$ cat src/rtl/round_controller.sv
// round_controller: per-round sequencer feeding the two player FSMs.
// Collects one action per player over valid/ready, substitutes await on
// timeout, issues both actions with an actionEnable pulse, then checks
// health to detect the end of the game.
// Optional build macro: ROUND_LIMIT_EN ends the game after MAX_ROUNDS
// rounds, awarding the win to the healthier player.
module round_controller #(
    parameter int TIMEOUT_CYCLES = 16,
    parameter int ENABLE_CYCLES  = 2,
    parameter int ROUND_W        = 8,
    parameter int MAX_ROUNDS     = 20
) (
    input  logic               clk,
    input  logic               reset,
    input  logic               p1_valid,
    input  logic [2:0]         p1_action,
    output logic               p1_ready,
    input  logic               p2_valid,
    input  logic [2:0]         p2_action,
    output logic               p2_ready,
    input  logic [1:0]         health1,
    input  logic [1:0]         health2,
    output logic [2:0]         action1,
    output logic [2:0]         action2,
    output logic               actionEnable,
    output logic               isGameOver,
    output logic [1:0]         winner,
    output logic [ROUND_W-1:0] round_count
);

    localparam int TW = $clog2(TIMEOUT_CYCLES);
    localparam int EW = (ENABLE_CYCLES > 1) ? $clog2(ENABLE_CYCLES) : 1;
    localparam logic [TW-1:0] TIMER_LAST = TW'(TIMEOUT_CYCLES - 1);
    localparam logic [EW-1:0] EN_LAST    = EW'(ENABLE_CYCLES - 1);
    localparam logic [2:0]    AWAIT      = 3'b010;

    // Reject illegal configurations at elaboration time.
    if (TIMEOUT_CYCLES < 2 || ENABLE_CYCLES < 1 || MAX_ROUNDS < 1) begin : g_bad_params
        $error("round_controller: illegal parameter value");
    end

    typedef enum logic [2:0] {
        IDLE, COLLECT, ISSUE, SETTLE, CHECK, OVER
    } state_t;

    state_t             state, state_n;
    logic [TW-1:0]      timer, timer_n;
    logic [EW-1:0]      en_cnt, en_cnt_n;
    logic               cap1, cap1_n, cap2, cap2_n;
    logic [2:0]         act1_n, act2_n;
    logic [1:0]         winner_n;
    logic [ROUND_W-1:0] rc_n;
    logic               hs1, hs2;

`ifdef ROUND_LIMIT_EN
    localparam logic [ROUND_W:0] ROUND_LIMIT = (ROUND_W+1)'(MAX_ROUNDS);
    logic [ROUND_W:0] rc_plus1;
    assign rc_plus1 = {1'b0, round_count} + (ROUND_W+1)'(1);
`endif

    // Ready depends only on registered state so it never loops through valid.
    assign p1_ready     = (state == COLLECT) && !cap1;
    assign p2_ready     = (state == COLLECT) && !cap2;
    assign hs1          = p1_valid && p1_ready;
    assign hs2          = p2_valid && p2_ready;
    assign actionEnable = (state == ISSUE);
    assign isGameOver   = (state == OVER);

    // Next-state and datapath updates for every round phase.
    always_comb begin
        state_n  = state;
        timer_n  = timer;
        en_cnt_n = en_cnt;
        cap1_n   = cap1;
        cap2_n   = cap2;
        act1_n   = action1;
        act2_n   = action2;
        winner_n = winner;
        rc_n     = round_count;
        case (state)
            IDLE: state_n = COLLECT;
            COLLECT: begin
                timer_n = timer + TW'(1);
                if (hs1) begin
                    cap1_n = 1'b1;
                    act1_n = p1_action;
                end
                if (hs2) begin
                    cap2_n = 1'b1;
                    act2_n = p2_action;
                end
                // Captures on the timeout edge still count.
                if ((cap1_n && cap2_n) || (timer == TIMER_LAST)) begin
                    state_n  = ISSUE;
                    en_cnt_n = '0;
                    if (!cap1_n) act1_n = AWAIT;
                    if (!cap2_n) act2_n = AWAIT;
                end
            end
            ISSUE: begin
                en_cnt_n = en_cnt + EW'(1);
                if (en_cnt == EN_LAST) state_n = SETTLE;
            end
            // One low cycle lets the players rearm before health is read.
            SETTLE: state_n = CHECK;
            CHECK: begin
                if (health1 == 2'b00 && health2 == 2'b00) begin
                    winner_n = 2'b11;
                    state_n  = OVER;
                end else if (health2 == 2'b00) begin
                    winner_n = 2'b01;
                    state_n  = OVER;
                end else if (health1 == 2'b00) begin
                    winner_n = 2'b10;
                    state_n  = OVER;
                end else begin
                    timer_n = '0;
                    cap1_n  = 1'b0;
                    cap2_n  = 1'b0;
                    state_n = COLLECT;
                    rc_n    = (round_count == '1) ? round_count
                                                  : round_count + ROUND_W'(1);
`ifdef ROUND_LIMIT_EN
                    if (rc_plus1 == ROUND_LIMIT) begin
                        rc_n    = ROUND_W'(MAX_ROUNDS);
                        state_n = OVER;
                        if (health1 > health2)      winner_n = 2'b01;
                        else if (health2 > health1) winner_n = 2'b10;
                        else                        winner_n = 2'b11;
                    end
`endif
                end
            end
            OVER: ;
            default: state_n = IDLE;
        endcase
    end

    // State and datapath registers; reset wins over every state.
    always_ff @(posedge clk) begin
        if (reset) begin
            state       <= IDLE;
            timer       <= '0;
            en_cnt      <= '0;
            cap1        <= 1'b0;
            cap2        <= 1'b0;
            action1     <= AWAIT;
            action2     <= AWAIT;
            winner      <= 2'b00;
            round_count <= '0;
        end else begin
            state       <= state_n;
            timer       <= timer_n;
            en_cnt      <= en_cnt_n;
            cap1        <= cap1_n;
            cap2        <= cap2_n;
            action1     <= act1_n;
            action2     <= act2_n;
            winner      <= winner_n;
            round_count <= rc_n;
        end
    end

endmodule

$ cat config.mk
export PLATFORM = sky130hd
export DESIGN_NAME = round_controller
export DESIGN_NICKNAME = d
export VERILOG_FILES = /design/src/rtl/round_controller.sv
export SDC_FILE = /design/constraint.sdc
export NUM_CORES = 1
export LEC_CHECK = 0
export ABC_AREA = 1
export ABC_CLOCK_PERIOD_IN_PS = 2100
export CORE_AREA = 2 2 63 65
export CTS_CLUSTER_DIAMETER = 200
export DETAILED_ROUTE_END_ITERATION = 7
export DIE_AREA = 0 0 65 67
export REMOVE_ABC_BUFFERS = 1
export SLEW_MARGIN = 20
export SYNTH_ARGS = -nofsm -noshare
export SYNTH_HDL_FRONTEND = slang
export SYNTH_SLANG_ARGS = --single-unit
$ cat constraint.sdc
create_clock -name clk -period 2.1 [get_ports clk]
set_input_delay 0.21 -clock clk [delete_from_list [all_inputs] [get_ports clk]]
set_output_delay 0.21 -clock clk [all_outputs]
set_load 0.05 [all_outputs]
==> flow_metrics.py, run 1 <==
metrics = {
    "run_status": {
        "status": "complete, no violations",
    },
    "timing": {
        "slew_viol_final": 0,
        "worst_slew_pin_slew_ns": 0.507,
        "layout_setup_ws_ns": 0.137,
        "tns_ns": 0,
        "rsz0062_at_grt": "false",
        "maxSlewHeadroom_pct": 66.1,
        "hold_slack_ns": 0.465,
        "finClkSkew_ns": 0.00323,
        "fin_crit_sh_pct": 93.5,
        "final_hold_viol_count": 0,
        "period_needed_ns": 1.96,
        "setup-violations-final": 0,
        "fmax_mhz": 509,
    },
    "floorplanning": {
        "num_rows": 22,
        "core-area_sq_um": 3610,
        "die_h_um": 67,
        "die_w_um": 65,
        "io_pins": 34,
        "dieArea_sq_um": 4360,
        "initial_core_util_pct": 35.8,
    },
    "worst_setup_path": {
        "critical_path_arrival_ns": 1.75,
        "crit_required_ns": 1.89,
        "crit_path_end_kind": "output port",
        "crit_fanout": 6,
        "critPathKind": "flop to output port",
        "worst_setup_path_start_kind": "flop",
    },
    "finish": {
        "area_growth_pct": 33.9,
        "mostFrequentLayoutCells": "52 x nand2_1, 31 x clkdlybuf4s50_1, 26 x dfxtp_1",
        "fin_nets": 241,
        "drive_above_1_share_pct": 8.52,
        "final_cells": 271,
        "final_common_cell": "nand2_1",
        "antenna_cells": 0,
    },
    "place": {
        "gp_routability_congestion": 0.769,
        "dp_slack_ns": 0.411,
        "dp_hpwl_um": 2140,
        "io_buffers": 33,
        "dp.cells": 268,
    },
    "clock_network": {
        "clockRootBuffer": "clkbuf_8",
        "clk_latency_ns": 0.26,
        "post_cts_resize_count": 0,
        "ctsHoldBuffers": 0,
        "cts_buffers": 3,
        "ctsHtreeMaxLevel": 1,
        "cts_tree": "yes",
        "clkTransAtPathRegs_ns": 0.08,
        "clock-sinks": 26,
        "clk_path_buf_depth": 2,
        "postCtsSetupBuffers": 0,
    },
    "min_path": {
        "hp-class": "flop to flop",
    },
    "run": {
        "cap_violations": 0,
    },
    "power_and_ir_drop": {
        "ir_worst_vdd_uv": 506,
        "cellPowerDensity_nw_per_um2": 800,
        "p_leak_nw": 0.731,
    },
    "grt": {
        "grt_pass1_wl_um": 4860,
        "grt_pass1_vias": 1124,
        "grt_max_degree": 14,
        "grt_use_total_pct": 14.2,
        "overflow": 0,
        "grt_antenna_before_repair": 0,
    },
    "routing": {
        "first_iter_violations": 45,
        "vias": 1246,
        "drt-wirelength-per-cell_um": 10.0,
        "drc": 0,
        "firstDrtPassIters": 4,
        "drt_wl_total_um": 2720,
        "ant_nets": 0,
        "viasPerCell": 4.60,
    },
    "yosys": {
        "synthAdderAreaFrac_pct": 1.94,
        "ys_seq_area_share_pct": 40.3,
        "syn_inst": 186,
        "yosys_warnings": 0,
        "synthSimpleGateAreaFrac_pct": 35.9,
        "syn_area_per_cell_sq_um": 6.94,
        "ys_seq_elements": 26,
        "synth_area_sq_um": 1290,
        "synth_top_family_by_area": "simple AND/OR/NAND/NOR gates",
        "synth_xor_area_share_pct": 2.71,
        "synth.area.mux_share_pct": 0,
        "yosysUniqueCellTypes": 26,
        "synth_compound_area_share_pct": 11.3,
    },
}
[power breakdown]
| group | leakage, nW | internal [mW] | switching (mW) | total, mW |
|---|---|---|---|---|
| Combinational | 0.498 | 0.173 | 0.343 | 0.516 |
| Sequential | 0.211 | 0.549 | 0.0484 | 0.597 |
| Clock | 0.0216 | 0.128 | 0.142 | 0.270 |
| Total | 0.731 | 0.850 | 0.533 | 1.38 |
[final cells by class]
type                       count  area [sq um]
tap                           48          60.1
inverter                      25          97.6
multi-input combinational    134           669
clock buffer                   3          41.3
sequential                    26           520
fill                         372          1880
timing repair buffer          35           340
[Yosys cell counts]
library cell   n  area (sq um)
dfxtp_1       26           521
inv_1         20          75.1
and3_1         2          12.5
nand2_4        1          11.3
clkbuf_1       1          3.75
nand2_2        1          6.26
clkinv_2       1          5.00
inv_2          2          7.51
or2_2          1          6.26
xor2_1         3          26.3
o21ai_0        6          30.0
o21ai_4        1          16.3
xnor2_1        1          8.76
nor2_1        16          60.1
nor2_4         2          22.5
nand2_1       52           195
nand3_1       18          90.1
nor2_2         1          6.26
a21oi_1       20           100
clkinv_1       1          3.75
nor3_4         1          16.3
ha_1           2          25.0
nand3b_1       1          7.51
nand4_1        3          18.8
inv_4          1          6.26
nor3_1         2          10.0
[worst paths after layout]
path,start,end,slack (ns),cells past startpoint
setup reg to reg,round_count[1],round_count[2],0.53,6
hold / removal,winner[0],winner[0],0.47,2
hold reg to reg,winner[0],winner[0],0.47,2
setup / recovery,state[1],isGameOver,0.14,4
[metrics by stage]
| step | util (%) | instance area (sq um) | power [mW] |
|---|---|---|---|
| floorplan | - | 1290 | 0.975 |
| global placement | 46.8 | 1690 | 1.13 |
| detailed placement | 46.8 | 1690 | 1.13 |
| CTS | 48.0 | 1730 | 1.41 |
| global route | 48.0 | 1730 | 1.49 |
| finish | 48.0 | 1730 | 1.38 |
[worst max-delay path, cell delays in order (launching register included)]
cell and delay [ns]:
dfxtp_1 0.36, inv_1 0.15, nand3_1 0.11, inv_1 0.08, clkdlybuf4s50_1 0.79
[sequential cells by signal, indices dropped and copies added, names as in the netlist]
name and cells:
action1 3, action2 3, cap1 1, cap2 1
en_cnt 1, round_count 8, state 3, timer 4
winner 2
[kinds of logic after synthesis]
kind of cell               count (synthesis)
AOI/OAI and AO/OA                         27
buffers and inverters                     26
and+or+nand+nor                          101
xor gates and xnor gates                   4
adders and majority gates                  2
DFF                                       26
[per-layer routing]
| layer | share of wire (%) | vias to the layer above | track usage, % | wire length, um |
|---|---|---|---|---|
| li1 | - | 670 | - | - |
| met5 | 0 | - | 0 | 0 |
| met3 | 5.5 | 4 | 3.55 | 149 |
| met1 | 47 | 542 | 17.7 | 1280 |
| met4 | 0.62 | 0 | 3.19 | 17 |
| met2 | 47 | 30 | 24.7 | 1270 |
No activity file was read; power rests on OpenSTA's default activity.
==> inputs of run 2 (changes only) <==
- ABC_CLOCK_PERIOD_IN_PS: 2100 -> 2400
- PLACE_DENSITY: default -> 0.61
- clock period: 2.1 -> 2.4 ns (I/O delays scaled with it)
==> flow_metrics.py, run 2 (same netlist as run 1, synthesis figures left out) <==
metrics = {
    "worst_setup_path": {
        "critPathKind": "flop to output port",
        "worst_setup_path_start_kind": "flop",
        "critical_path_arrival_ns": 1.79,
        "crit_fanout": 6,
        "crit_required_ns": 2.16,
        "crit_path_end_kind": "output port",
    },
    "clock_network": {
        "clock-sinks": 26,
        "clockRootBuffer": "clkbuf_8",
        "clk_latency_ns": 0.27,
        "ctsHtreeMaxLevel": 1,
        "ctsHoldBuffers": 0,
        "postCtsSetupBuffers": 0,
        "clk_path_buf_depth": 2,
        "cts_tree": "yes",
        "clkTransAtPathRegs_ns": 0.09,
        "cts_buffers": 3,
    },
    "floorplanning": {
        "dieArea_sq_um": 4360,
        "initial_core_util_pct": 35.8,
        "die_w_um": 65,
        "die_h_um": 67,
        "core-area_sq_um": 3610,
        "io_pins": 34,
        "num_rows": 22,
    },
    "finish": {
        "fin_nets": 240,
        "area_growth_pct": 36.4,
        "largest_register_ffs": 8,
        "drive_above_1_share_pct": 7.62,
        "final_common_cell": "nand2_1",
        "top_register": "round_count",
        "postLayoutCellArea_sq_um": 1760,
        "n_fill_cell": 354,
        "mostFrequentLayoutCells": "52 x nand2_1, 31 x clkdlybuf4s50_1, 26 x dfxtp_1",
        "antenna_cells": 0,
        "reg_top3": "round_count: 8 flops, timer: 4 flops",
    },
    "place": {
        "io_buffers": 33,
        "place_area_sq_um": 1690,
        "dp_slack_ns": 0.367,
        "dp_hpwl_um": 2110,
        "gp_routability_congestion": 0.812,
    },
    "power_and_ir_drop": {
        "ir_worst_vdd_uv": 380,
        "power_mw": 1.34,
        "cellPowerDensity_nw_per_um2": 760,
        "p_leak_nw": 0.764,
    },
    "timing": {
        "layout_setup_ws_ns": 0.372,
        "tns_ns": 0,
        "finClkSkew_ns": 0.00478,
        "maxSlewHeadroom_pct": 66.3,
        "fmax_mhz": 493,
        "hold_slack_ns": 0.466,
        "slew_viol_final": 0,
        "final_hold_viol_count": 0,
        "rsz0062_at_grt": "false",
        "worst_slew_pin_slew_ns": 0.504,
        "setup-violations-final": 0,
        "period_needed_ns": 2.03,
        "fin_crit_sh_pct": 84.5,
    },
    "grt": {
        "grt_pass1_wl_um": 4820,
        "grt_max_degree": 16,
        "overflow": 0,
        "grt_antenna_before_repair": 0,
        "grt_pass1_vias": 1149,
        "grt_use_total_pct": 14.1,
    },
    "routing": {
        "viasPerCell": 4.57,
        "drt-wirelength-per-cell_um": 10.1,
        "firstDrtPassIters": 4,
        "first_iter_violations": 43,
        "ant_nets": 0,
        "drc": 0,
        "vias": 1239,
        "drt_wl_total_um": 2740,
    },
    "min_path": {
        "hp-class": "flop to flop",
    },
    "run_status": {
        "status": "complete, no violations",
    },
    "run": {
        "cap_violations": 0,
    },
}
run 2: per-stage QoR:
| step | utilization, % | instances |
|---|---|---|
| after global routing | 48.9 | 271 |
| final | 48.9 | 271 |
| after global placement | 46.7 | 267 |
| after CTS | 48.7 | 271 |
| after floorplan | - | 185 |
| after detailed placement | 46.7 | 267 |
run 2: worst paths after layout:
path | start | end | slack (ns) | depth (start not counted)
worst max-delay path | state[1] | isGameOver | 0.37 | 4
worst min-delay path | action1[2] | action1[2] | 0.47 | 2
worst max register to register | round_count[1] | round_count[2] | 0.83 | 6
worst min register to register | action1[2] | action1[2] | 0.47 | 2
run 2: worst max-delay path, stage by stage (launching register included):
cell             delay (ns)
dfxtp_1                0.36
inv_1                  0.16
nand3_1                0.12
inv_1                  0.09
clkdlybuf4s50_1        0.80
run 2: per-layer routing:
| metal | GRT usage [%] | wire (um) |
|---|---|---|
| met5 | 0 | 0 |
| met4 | 1.60 | 8 |
| met3 | 4.56 | 151 |
| met2 | 24.7 | 1240 |
| met1 | 17.2 | 1340 |
run 2: repair_timing:
action,4_1_cts,5_1_grt
endpoints found under the hold margin,0,0
endpoints found under the setup margin,0,2
resized for setup,0,2
run 2: cell type report:
cell class	instances	area (sq um)	share of cell area, %
Timing Repair Buffer	34	343	19.5
Tap cell	48	60.1	3.41
Sequential cell	26	520	29.5
Clock buffer	3	41.3	2.34
Multi-Input combinational cell	134	669	38.0
Clock inverter	1	30.0	1.70
Inverter	25	97.6	5.54
run 2: power breakdown:
group | total, mW | switching [mW] | internal (mW) | leakage, nW
sequential | 0.522 | 0.0420 | 0.480 | 0.211
combinational | 0.453 | 0.299 | 0.155 | 0.517
clock | 0.363 | 0.140 | 0.223 | 0.0357
==> inputs of run 3 (changes only) <==
- ABC_CLOCK_PERIOD_IN_PS: 2400 -> 1800
- PLACE_DENSITY: 0.61 -> 0.63
- clock period: 2.4 -> 1.8 ns (I/O delays scaled with it)
==> flow_metrics.py, run 3 (same netlist as run 1, synthesis figures left out) <==
metrics = {
    "run_status": {
        "status": "complete, no violations",
    },
    "grt": {
        "grt_pass1_wl_um": 4620,
        "grt_antenna_before_repair": 0,
        "overflow": 0,
        "grt_pass1_vias": 1098,
        "grt_use_total_pct": 13.7,
        "grt_max_degree": 15,
    },
    "routing": {
        "ant_nets": 0,
        "drc": 0,
        "drt_wl_total_um": 2800,
        "viasPerCell": 4.58,
        "firstDrtPassIters": 4,
        "drt-wirelength-per-cell_um": 10.3,
        "first_iter_violations": 64,
        "vias": 1245,
    },
    "finish": {
        "area_growth_pct": 36.4,
        "largest_register_ffs": 8,
        "final_common_cell": "nand2_1",
        "fin_nets": 241,
        "drive_above_1_share_pct": 10.7,
        "top_register": "round_count",
        "final_cells": 272,
        "multiInputGateArea_sq_um": 669,
        "antenna_cells": 0,
        "n_fill_cell": 358,
        "mostFrequentLayoutCells": "52 x nand2_1, 28 x clkdlybuf4s50_1, 25 x dfxtp_1",
        "regArea_sq_um": 522,
        "reg_top3": "round_count: 8 flops, timer: 4 flops",
    },
    "power_and_ir_drop": {
        "cellPowerDensity_nw_per_um2": 981,
        "p_leak_nw": 0.752,
        "ir_worst_vdd_uv": 410,
    },
    "timing": {
        "fmax_mhz": 589,
        "period_needed_ns": 1.70,
        "tns_ns": 0,
        "final_hold_viol_count": 0,
        "slew_viol_final": 0,
        "setup-violations-final": 0,
        "finClkSkew_ns": 0.00193,
        "rsz0062_at_grt": "false",
        "maxSlewHeadroom_pct": 65.7,
        "worst_slew_pin_slew_ns": 0.512,
        "fin_crit_sh_pct": 94.4,
    },
    "worst_setup_path": {
        "critPathTopFamily": "buffers and inverters",
        "cp_cell_sequence": "clkdlybuf4s50_1",
        "cp_num_buf_inv": 1,
        "critPathKind": "flop to output port",
        "crit_required_ns": 1.62,
        "crit_fanout": 5,
        "critical_path_arrival_ns": 1.52,
        "crit_path_end_kind": "output port",
        "slowest_stage": "clkdlybuf4s50_1",
        "worst_setup_path_start_kind": "flop",
        "max_stage_delay_ns": 0.84,
    },
    "place": {
        "io_buffers": 33,
        "gp_routability_congestion": 0.790,
        "dp.cells": 268,
        "dp_hpwl_um": 2130,
    },
    "floorplanning": {
        "core-area_sq_um": 3610,
        "die_h_um": 67,
        "num_rows": 22,
        "io_pins": 34,
        "initial_core_util_pct": 35.8,
        "die_w_um": 65,
        "dieArea_sq_um": 4360,
    },
    "clock_network": {
        "postCtsSetupBuffers": 0,
        "clock-sinks": 26,
        "clkTransAtPathRegs_ns": 0.09,
        "clk_latency_ns": 0.27,
        "cts_buffers": 3,
        "cts_tree": "yes",
        "clk_path_buf_depth": 2,
        "clockRootBuffer": "clkbuf_8",
        "ctsHtreeMaxLevel": 1,
    },
    "min_path": {
        "hp-class": "input pin to flop",
    },
    "run": {
        "cap_violations": 0,
    },
}
run 3: tightest hold or removal path, delay by kind of cell:
kind | cells | cell delay (ns)
buffers and inverters | 1 | 0.39
AND/OR/NAND/NOR | 1 | 0.06
AO/OA/AOI/OAI | 1 | 0.05
run 3: worst paths after layout:
check | start | depth (start not counted) | slack [ns] | endpoint
hold / removal | p1_action[2] | 3 | 0.46 | action1[2]
setup reg to reg | round_count[3] | 7 | 0.37 | round_count[2]
setup / recovery | round_count[3] | 1 | 0.10 | round_count[3]
hold reg to reg | winner[1] | 2 | 0.47 | winner[1]
run 3: through the flow:
step	hold WS, ns	utilization [%]	area [sq um]	power, mW	setup slack [ns]
after global routing	0.477	48.9	1760	1.84	0.0454
after global placement	0.454	47.3	1710	1.36	0.311
after floorplan	0.249	-	1290	1.14	0.0310
final	0.462	48.9	1760	1.73	0.101
after detailed placement	0.458	47.3	1710	1.37	0.293
after CTS	0.461	48.8	1760	1.75	0.0693
run 3: area by class of cell:
| type | instances | area share [%] |
|---|---|---|
| sequential | 26 | 29.6 |
| clock buffer | 4 | 3.12 |
| timing repair buffer | 35 | 20.3 |
| multi-input combinational | 134 | 38.0 |
| tap | 48 | 3.41 |
| inverter | 25 | 5.54 |
run 3: what timing repair did:
| action | 4_1_cts | 5_1_grt |
|---|---|---|
| resized for setup | 0 | 1 |
| setup endpoints to repair | 0 | 1 |
| hold buffers | 0 | 0 |
| hold endpoints to repair | 0 | 0 |
run 3: per-layer routing:
| layer | vias up | global-route usage [%] | wire (um) |
|---|---|---|---|
| met4 | 0 | 3.99 | 24 |
| met5 | - | 0 | 0 |
| li1 | 676 | - | - |
| met3 | 2 | 4.39 | 163 |
| met2 | 30 | 24.1 | 1340 |
| met1 | 537 | 15.8 | 1280 |
run 3: power breakdown:
group	switching [mW]	leakage, nW	total, mW	internal [mW]
clock	0.180	0.0288	0.376	0.195
combinational	0.412	0.511	0.654	0.242
sequential	0.0574	0.212	0.699	0.642
total	0.649	0.752	1.73	1.08
